--- src/rtl/ifetch_pkg.sv ---
// Shared definitions for the instruction fetch buffer.
// Holds FSM encoding, default geometry and instruction width.
package ifetch_pkg;

  localparam int DEPTH_DEF = 4;
  localparam int AW_DEF    = 32;
  localparam int ILEN      = 32;

  typedef enum logic [1:0] {
    S_IDLE = 2'd0,
    S_REQ  = 2'd1,
    S_DROP = 2'd2
  } fstate_e;

endpackage

--- src/rtl/ifetch_fifo.sv ---
// Synchronous prefetch FIFO with flush, occupancy count and head output.
// Head reads as zero while empty so reset leaves outputs clean.
module ifetch_fifo #(
  parameter int DEPTH = 4,
  parameter int W     = 64
) (
  input  logic                   clk,
  input  logic                   reset,
  input  logic                   flush_i,
  input  logic                   push_i,
  input  logic                   pop_i,
  input  logic [W-1:0]           din_i,
  output logic [W-1:0]           head_o,
  output logic [$clog2(DEPTH):0] count_o
);

  localparam int PW = $clog2(DEPTH);
  localparam int CW = PW + 1;

  logic [W-1:0]  mem_q [DEPTH];
  logic [PW-1:0] wr_q;
  logic [PW-1:0] rd_q;
  logic [CW-1:0] cnt_q;

  always_ff @(posedge clk or posedge reset) begin
    if (reset) begin
      wr_q  <= '0;
      rd_q  <= '0;
      cnt_q <= '0;
    end else if (flush_i) begin
      wr_q  <= '0;
      rd_q  <= '0;
      cnt_q <= '0;
    end else begin
      if (push_i) wr_q <= wr_q + PW'(1);
      if (pop_i)  rd_q <= rd_q + PW'(1);
      unique case ({push_i, pop_i})
        2'b10:   cnt_q <= cnt_q + CW'(1);
        2'b01:   cnt_q <= cnt_q - CW'(1);
        default: cnt_q <= cnt_q;
      endcase
    end
  end

  always_ff @(posedge clk) begin
    if (push_i && !flush_i) mem_q[wr_q] <= din_i;
  end

  assign head_o  = (cnt_q != '0) ? mem_q[rd_q] : '0;
  assign count_o = cnt_q;

endmodule

--- src/rtl/ifetch_buffer.sv ---
// Instruction prefetch unit: one-outstanding fetch FSM feeding a FIFO.
// Redirects flush the FIFO; in-flight stale reads are drained in DROP.
module ifetch_buffer
  import ifetch_pkg::*;
#(
  parameter int DEPTH = DEPTH_DEF,
  parameter int AW    = AW_DEF
) (
  input  logic            clk,
  input  logic            reset,
  input  logic            redirect_valid,
  input  logic [AW-1:0]   redirect_pc,
  output logic            mem_req,
  output logic [AW-1:0]   mem_addr,
  input  logic            mem_ack,
  input  logic [ILEN-1:0] mem_rdata,
  output logic            instr_valid,
  input  logic            instr_ready,
  output logic [ILEN-1:0] instr_data,
  output logic [AW-1:0]   instr_pc
);

  localparam int CW = $clog2(DEPTH) + 1;
  localparam int EW = AW + ILEN;

  fstate_e       state_q, state_d;
  logic [AW-1:0] pc_q, pc_d;
  logic [AW-1:0] stale_q, stale_d;
  logic [CW-1:0] count;
  logic [CW:0]   occ_next;
  logic [EW-1:0] head;
  logic          push, pop;
  logic          has_room, room_next;

  assign instr_valid = (count != '0);
  assign pop  = instr_valid && instr_ready && !redirect_valid;
  assign push = (state_q == S_REQ) && mem_ack && !redirect_valid;

  assign has_room  = count < CW'(DEPTH);
  assign occ_next  = {1'b0, count} + (CW+1)'(1) - (CW+1)'(pop);
  assign room_next = occ_next < (CW+1)'(DEPTH);

  ifetch_fifo #(
    .DEPTH (DEPTH),
    .W     (EW)
  ) u_fifo (
    .clk     (clk),
    .reset   (reset),
    .flush_i (redirect_valid),
    .push_i  (push),
    .pop_i   (pop),
    .din_i   ({pc_q, mem_rdata}),
    .head_o  (head),
    .count_o (count)
  );

  always_ff @(posedge clk or posedge reset) begin
    if (reset) begin
      state_q <= S_IDLE;
      pc_q    <= '0;
      stale_q <= '0;
    end else begin
      state_q <= state_d;
      pc_q    <= pc_d;
      stale_q <= stale_d;
    end
  end

  always_comb begin
    state_d = state_q;
    pc_d    = pc_q;
    stale_d = stale_q;
    if (redirect_valid) pc_d = redirect_pc;
    else if (push)      pc_d = pc_q + AW'(1);
    unique case (state_q)
      S_IDLE: begin
        if (!redirect_valid && has_room) state_d = S_REQ;
      end
      S_REQ: begin
        if (redirect_valid) begin
          state_d = mem_ack ? S_IDLE : S_DROP;
          // Keep presenting the in-flight address until it completes
          if (!mem_ack) stale_d = pc_q;
        end else if (mem_ack && !room_next) begin
          state_d = S_IDLE;
        end
      end
      S_DROP: begin
        if (mem_ack) state_d = S_IDLE;
      end
      default: state_d = S_IDLE;
    endcase
  end

  always_comb begin
    mem_req    = (state_q != S_IDLE);
    mem_addr   = (state_q == S_DROP) ? stale_q : pc_q;
    instr_pc   = head[EW-1:ILEN];
    instr_data = head[ILEN-1:0];
  end

endmodule

--- config.mk ---
export PLATFORM = sky130hd
export DESIGN_NAME = ifetch_buffer
export DESIGN_NICKNAME = d
export VERILOG_FILES = /design/src/rtl/ifetch_pkg.sv /design/src/rtl/ifetch_fifo.sv /design/src/rtl/ifetch_buffer.sv
export SDC_FILE = /design/constraint.sdc
export NUM_CORES = 1
export LEC_CHECK = 0
export ABC_AREA = 1
export CAP_MARGIN = 25
export CORE_AREA = 2 2 182 184
export CTS_CLUSTER_SIZE = 24
export DETAILED_ROUTE_END_ITERATION = 12
export DIE_AREA = 0 0 184 186
export GPL_ROUTABILITY_DRIVEN = 0
export GPL_TIMING_DRIVEN = 0
export PLACE_DENSITY = 0.72
export SYNTH_ARGS = -nofsm -noshare
export SYNTH_HDL_FRONTEND = slang
export SYNTH_SLANG_ARGS = --single-unit
--- constraint.sdc ---
create_clock -name clk -period 8.3 [get_ports clk]
set_clock_uncertainty 0.15 [all_clocks]
set_input_delay 0.83 -clock clk [delete_from_list [all_inputs] [get_ports clk]]
set_output_delay 0.83 -clock clk [all_outputs]
set_load 0.02 [all_outputs]
Word-level counts from Yosys, hierarchy flattened
Memories as Yosys holds them, arrays and structs flattened.
Cells that the tools add are included.
{"block": "word_totals", "register_bits": 73, "ramBits": 256, "in_bits": 69, "out_inout_bits": 98, "wordCells": 59, "memories": 1}
{"block": "classes", "addsub": 7, "order_cmp": 2, "n_eq_ne": 7, "n_mux": 18, "bitwise_logic": 1, "reduce_logical": 17}
{"name": "u_fifo.mem_q", "depth": 4, "width": 64, "read_ports": 1, "rd_clocked_by_memory_dff": 0, "wr": 1, "line": "ifetch_fifo.sv:20", "rtl": "logic [W-1:0] mem_q [DEPTH];"}
{"op": "$mux W32", "n": 3}
{"op": "$mux W64", "n": 1}
{"op": "$add A32 B1 Y32 const B", "n": 1}
{"op": "$mux W2", "n": 9}
{"op": "$logic_and A1 B1 Y1", "n": 7}
{"op": "$pmux W2 S3", "n": 1}
{"op": "$pmux W3 S2", "n": 1}
{"op": "$reduce_and A3 Y1", "n": 2}
{"op": "$reduce_bool A2 Y1", "n": 3}
{"op": "$reduce_bool A3 Y1", "n": 2}
{"op": "$add A2 B1 Y2 const B", "n": 2}
{"op": "$add A3 B1 Y4 const B", "n": 1}
{"op": "$eq A2 B1 Y1 const B", "n": 2}
{"op": "$eq A2 B2 Y1 const B", "n": 2}
{"op": "$lt A4 B3 Y1 const B", "n": 1}
{"op": "$ne A2 B2 Y1 const B", "n": 2}
{"op": "$sub A4 B1 Y4", "n": 1}
{"op": "$add A3 B1 Y3 const B", "n": 1}
{"op": "$lt A3 B3 Y1 const B", "n": 1}
{"op": "$mux W3", "n": 1}
{"op": "$ne A3 B2 Y1 const B", "n": 1}
{"op": "$sub A3 B1 Y3 const B", "n": 1}
{"op": "$logic_not A1 Y1", "n": 2}
{"op": "$logic_not A2 Y1", "n": 1}
{"op": "2 further kinds", "n": 3}

Logic depth before layout (Yosys ltp)
{"block": "depth", "depth_word": 10, "mapped_depth": 12, "mapped_depth_nobuf": 12}

By module
A second synthesis with hierarchy kept.
{"block": "unflattened", "cells_unflattened": 1668, "hier_area_um2": 15145.8}
{"module": "ifetch_fifo", "instances": 1, "cells_each": 1071, "area_each_um2": 11164.5}
{"module": "ifetch_buffer", "instances": 1, "cells_each": 597, "area_each_um2": 3981.3}

Least setup slack after synthesis
Ideal clock, no wire load.
{"block": "synth_path", "kind": "input to register", "start": "input redirect_valid", "end": "memory u_fifo.mem_q[0][0], enable pin", "setup_ps": 486, "t_arrival_ps": 3850, "required_ps": 7664, "setup_slack_ps": 3814, "cell_stages": 3, "path_buffers": 0, "path_cell_list": "nor3_2 -> nand2_2 -> nor2_1"}
{"block": "synth_between", "elab_chain_len": 5}
{"element": "start, declared", "line": "ifetch_buffer.sv:11", "rtl": "input logic redirect_valid,"}
{"element": "$logic_not A1 Y1 *", "line": "ifetch_fifo.sv:46, ifetch_buffer.sv:37"}
{"element": "$logic_and A1 B1 Y1", "line": "ifetch_buffer.sv:37", "rtl": "assign push = (state_q == S_REQ) && mem_ack && !redirect_valid;"}
{"element": "$logic_and A1 B1 Y1 *", "line": "ifetch_fifo.sv:46", "rtl": "if (push_i && !flush_i) mem_q[wr_q] <= din_i;"}
{"element": "$mux W1 *", "line": "ifetch_fifo.sv:46"}
{"element": "$mux W1 (not written as such) *", "line": "ifetch_fifo.sv:46"}
{"element": "end, declared", "line": "ifetch_fifo.sv:20"}
Every way passes the cells marked *; elsewhere a longest branch is shown, timed or not.

Worst setup path after layout
{"block": "layout_path", "start": "register u_fifo.rd_q[0]", "end": "output instr_pc[24]"}
{"block": "layout_between", "elab_chain_len": 2}
{"element": "start, declared", "line": "ifetch_fifo.sv:22", "rtl": "logic [PW-1:0] rd_q;"}
{"element": "start signal, assigned", "line": "ifetch_fifo.sv:36", "rtl": "if (pop_i) rd_q <= rd_q + PW'(1);"}
{"element": "$mem_v2 Z4 W64"}
{"element": "$mux W64", "line": "ifetch_fifo.sv:49", "rtl": "assign head_o = (cnt_q != '0) ? mem_q[rd_q] : '0;"}
{"element": "end, declared", "line": "ifetch_buffer.sv:20", "rtl": "output logic [AW-1:0] instr_pc"}
No other way between the ends.

==> metrics <==
run status finished, final reports clean; post-route clock period utilization 0.465; sw power 0.00204 W; via count 10872; port buffer count 166; Root Buffer sky130_fd_sc_hd__clkbuf_16; fin nets 1696; Layout Cell Area excl Fill 17800 um^2; starting utilization of the core area 0.443; cell depth of the worst min-delay path 2; die boundary height 186 um; gate count after technology mapping 1408; setup slack, reg-to-reg 5.78 ns; share of synthesized area occupied by flip-flops and latches 0.666; share of total power consumed by net switching 0.356; critical path, cell by cell inv_2, buf_2, buf_2, buf_2, o21ai_0, a21oi_1, clkdlybuf4s50_1; total half-perimeter wirelength after legalization and detailed placement 25.2 mm; kind of end point of the critical path output port; CP Data Arrival Time 2.88 ns; number of remaining DRC errors 0; wire length of the first global-routing pass 57.5 mm; count of different cell masters after synthesis 32; Worst path most repeated cell sky130_fd_sc_hd__buf_2; placement row count 66; number of instances resized during post-cts repair 0; number of buffers added by the clock tree synthesis step 36; source of the worst hold timing path stale_q[16]$_DFFE_PP0P_; H-tree depth 2; Placed Area 16700 um^2; GRT Total Usage 0.219; final hold viol count 0; Final Instance Count excl. Fillers 2057; GR peak layer met2; Net Count, Synth 1483; post-detailed-route wirelength per cell 18.0 um; total gr overflow 0; DRC marker count from the first detailed-route iteration 1024; total clock sinks 329; cells taking the most area after synthesis sky130_fd_sc_hd__edfxtp_1 54%, sky130_fd_sc_hd__dfrtp_1 13%, sky130_fd_sc_hd__nor2_1 9.0%; Max Freq 0.259 GHz; ant diodes 0; fraction of final layout cells with drive strength greater than 1 0.0788; power share of the combinational group 0.361; Core Footprint 32200 um^2; number of buffers on the longest clock path 3; R2R depth 5; static power due to leakage 6.71 nW; Endpoint, Worst Hold stale_q[16]$_DFFE_PP0P_; number of warnings reported in the yosys synthesis log 0; unrepaired setup endpoints after global routing no; register bit count reported by yosys 329; Area growth syn-to-layout 24.7%; most used flip-flop cell after synthesis sky130_fd_sc_hd__edfxtp_1; Hold WS 0.340 ns; startpoint of the worst-slack reg-to-reg timing path state_q[1]$_DFFE_PP0P_; detailed-route wire length 37.1 mm; Initial DRT Pass Iterations 6; clock transition time at the flip-flop clock pins of the worst setup and hold paths 0.06 ns; path category of the worst min-delay check reg -> reg; cell taking the most area after synthesis sky130_fd_sc_hd__edfxtp_1; delay of the slowest critical-path stage 0.65 ns; largest net degree at the start of global routing 43; proportion of register bits with asynchronous set or reset after synthesis 0.222; final worst-path setup slack 4.44 ns; Int Pwr 0.00369 W; Routed Antenna Nets 0; number of setup violations in the final report 0; FF-to-FF End u_fifo.mem_q[2][57]$_DFFE_PP_; antenna violations before repair 0; Syn Area/Cell 10.1 um^2; highest net fanout along the worst path 10; GR met2 Demand/Resource 0.361; top-area cell type share of the netlist area 0.538; Chip Width 184 um; count of flip-flops with a built-in enable after synthesis 256; number of cells in the design after placement 1991; max-cap viol count 0; Setup CP Type reg -> out; area of the die 34200 um^2; Synth Cell Area 14300 um^2; io pins 167; transition time of the tightest slew-check pin 0.735 ns; largest vdd supply drop 0.183 mV; worst setup slack before clock tree synthesis 4.85 ns; Critical Path Source Type flip-flop; sequential fraction of design power 0.369; final max-slew violation count 0; Hold Buf Count CTS 0; Critical Path Slowest Stage Cell sky130_fd_sc_hd__clkdlybuf4s50_1; Vias per Instance 5.29; met1 capacity usage during global routing 0.302; Period minus WS final 3.86 ns; met3 routing resource usage after global routing 0.0346; required time reported for the critical path endpoint 7.32 ns; TritonCTS clock tree yes; buffers inserted during post-CTS setup optimization 0; Sum Neg Setup Slack 0 ns; vias in the first global route 10591; PD cells 322 nW/um^2; worst-skew pair later-pin latency 0.52 ns; max_slew headroom 0.509; fraction of power consumed by the clock network 0.271
==> through the flow <==
| stage | util | total power, W |
|---|---|---|
| after global placement | 0.511 | 0.00417 |
| after global routing | 0.553 | 0.00603 |
| after floorplan | - | 0.00324 |
| after detailed placement | 0.517 | 0.00421 |
| after CTS | 0.553 | 0.00577 |
| final | 0.553 | 0.00573 |
==> critical path, delay by kind of cell (launching register included) <==
| family | cells | cell delay, ns |
|---|---|---|
| compound gates | 2 | 0.37 |
| flops | 1 | 0.44 |
| buf+inv | 5 | 1.55 |
==> final cells by class <==
| type | instances | area [um^2] |
|---|---|---|
| fillers | 2729 | 14400 |
| flip-flops and latches | 329 | 9510 |
| multi-input cells | 932 | 4180 |
| repair buffers | 175 | 1840 |
| clock buffers | 49 | 981 |
| well taps | 408 | 510 |
| plain buffers | 74 | 334 |
| inverters | 73 | 277 |
| clock inverters | 17 | 166 |
==> cell families (layout without fill, tap and decap cells) <==
logic type | count (synthesis) | in the layout | synth area share
AND/OR/NAND/NOR | 620 | 620 | 0.174
XOR/XNOR | 8 | 8 | 0.00491
buffers and inverters | 147 | 388 | 0.0426
adder cells (fa/ha/maj) | 6 | 6 | 0.00578
flip-flops | 329 | 329 | 0.666
AO/OA/AOI/OAI | 298 | 298 | 0.106
==> per-layer routing <==
layer  vias to the layer above  share of wire  wire length [um]
met5                         -              0                 0
met4                         0          0.020               726
met3                        57          0.072              2670
met2                       465           0.47             17600
met1                      5175           0.43             16100
li1                       5175              -                 -
==> state kept, by name (all words and copies together) (netlist names) <==
name            count
u_fifo.mem_q      256
pc_q               32
stale_q            32
u_fifo.count_o      3
state_q             2
u_fifo.rd_q         2
u_fifo.wr_q         2
==> Yosys cell counts, types with 2 or more instances <==
cell	instances
sky130_fd_sc_hd__nor2_1	343
sky130_fd_sc_hd__edfxtp_1	256
sky130_fd_sc_hd__nand2_1	213
sky130_fd_sc_hd__o21ai_0	176
sky130_fd_sc_hd__a21oi_1	101
sky130_fd_sc_hd__dfrtp_1	73
sky130_fd_sc_hd__inv_1	67
sky130_fd_sc_hd__nand3_1	38
sky130_fd_sc_hd__buf_2	32
sky130_fd_sc_hd__clkbuf_1	21
sky130_fd_sc_hd__buf_1	17
sky130_fd_sc_hd__nand2_2	11
sky130_fd_sc_hd__o21ai_1	11
sky130_fd_sc_hd__inv_2	6
sky130_fd_sc_hd__o211ai_1	6
sky130_fd_sc_hd__ha_1	5
sky130_fd_sc_hd__nor2_2	5
sky130_fd_sc_hd__nor2_4	5
sky130_fd_sc_hd__xor2_1	5
sky130_fd_sc_hd__xnor2_1	3
sky130_fd_sc_hd__buf_4	2
sky130_fd_sc_hd__o21bai_1	2
==> worst max path at each step <==
| stage | from | end | slack, ns | depth (start not counted) |
|---|---|---|---|---|
| finish | u_fifo.rd_q[0]$_DFFE_PP0P_ | instr_pc[24] | 4.44 | 7 |
| floorplan | redirect_valid | u_fifo.mem_q[0][0]$_DFFE_PP_ | 3.81 | 3 |
| CTS | u_fifo.rd_q[0]$_DFFE_PP0P_ | instr_pc[24] | 4.37 | 7 |
| detailed placement | redirect_valid | u_fifo.mem_q[2][6]$_DFFE_PP_ | 4.85 | 6 |
| global placement | redirect_valid | u_fifo.mem_q[1][10]$_DFFE_PP_ | 1.15 | 4 |
| global route | u_fifo.rd_q[0]$_DFFE_PP0P_ | instr_pc[16] | 4.25 | 6 |
==> layout by cell type (no fill, tap or decap), drive strengths merged, types with 2 or more instances in the layout <==
cell type / n
a21oi: 101
buf: 61
bufinv: 3
clkbuf: 71
clkdlybuf4s50: 166
clkinv: 10
clkinvlp: 2
dfrtp: 73
edfxtp: 256
ha: 5
inv: 75
nand2: 224
nand3: 39
nor2: 354
nor3: 2
o211ai: 6
o21ai: 187
o21bai: 2
xnor2: 3
xor2: 5
==> power groups by stage <==
stage / Combinational, W / Clock [W] / Sequential [W]
floorplan: 0.00114 / 0 / 0.00210
global placement: 0.00203 / 0 / 0.00214
detailed placement: 0.00207 / 0 / 0.00214
CTS: 0.00208 / 0.00158 / 0.00211
global route: 0.00225 / 0.00165 / 0.00213
finish: 0.00207 / 0.00155 / 0.00211
(Power assumes the default switching activity.)
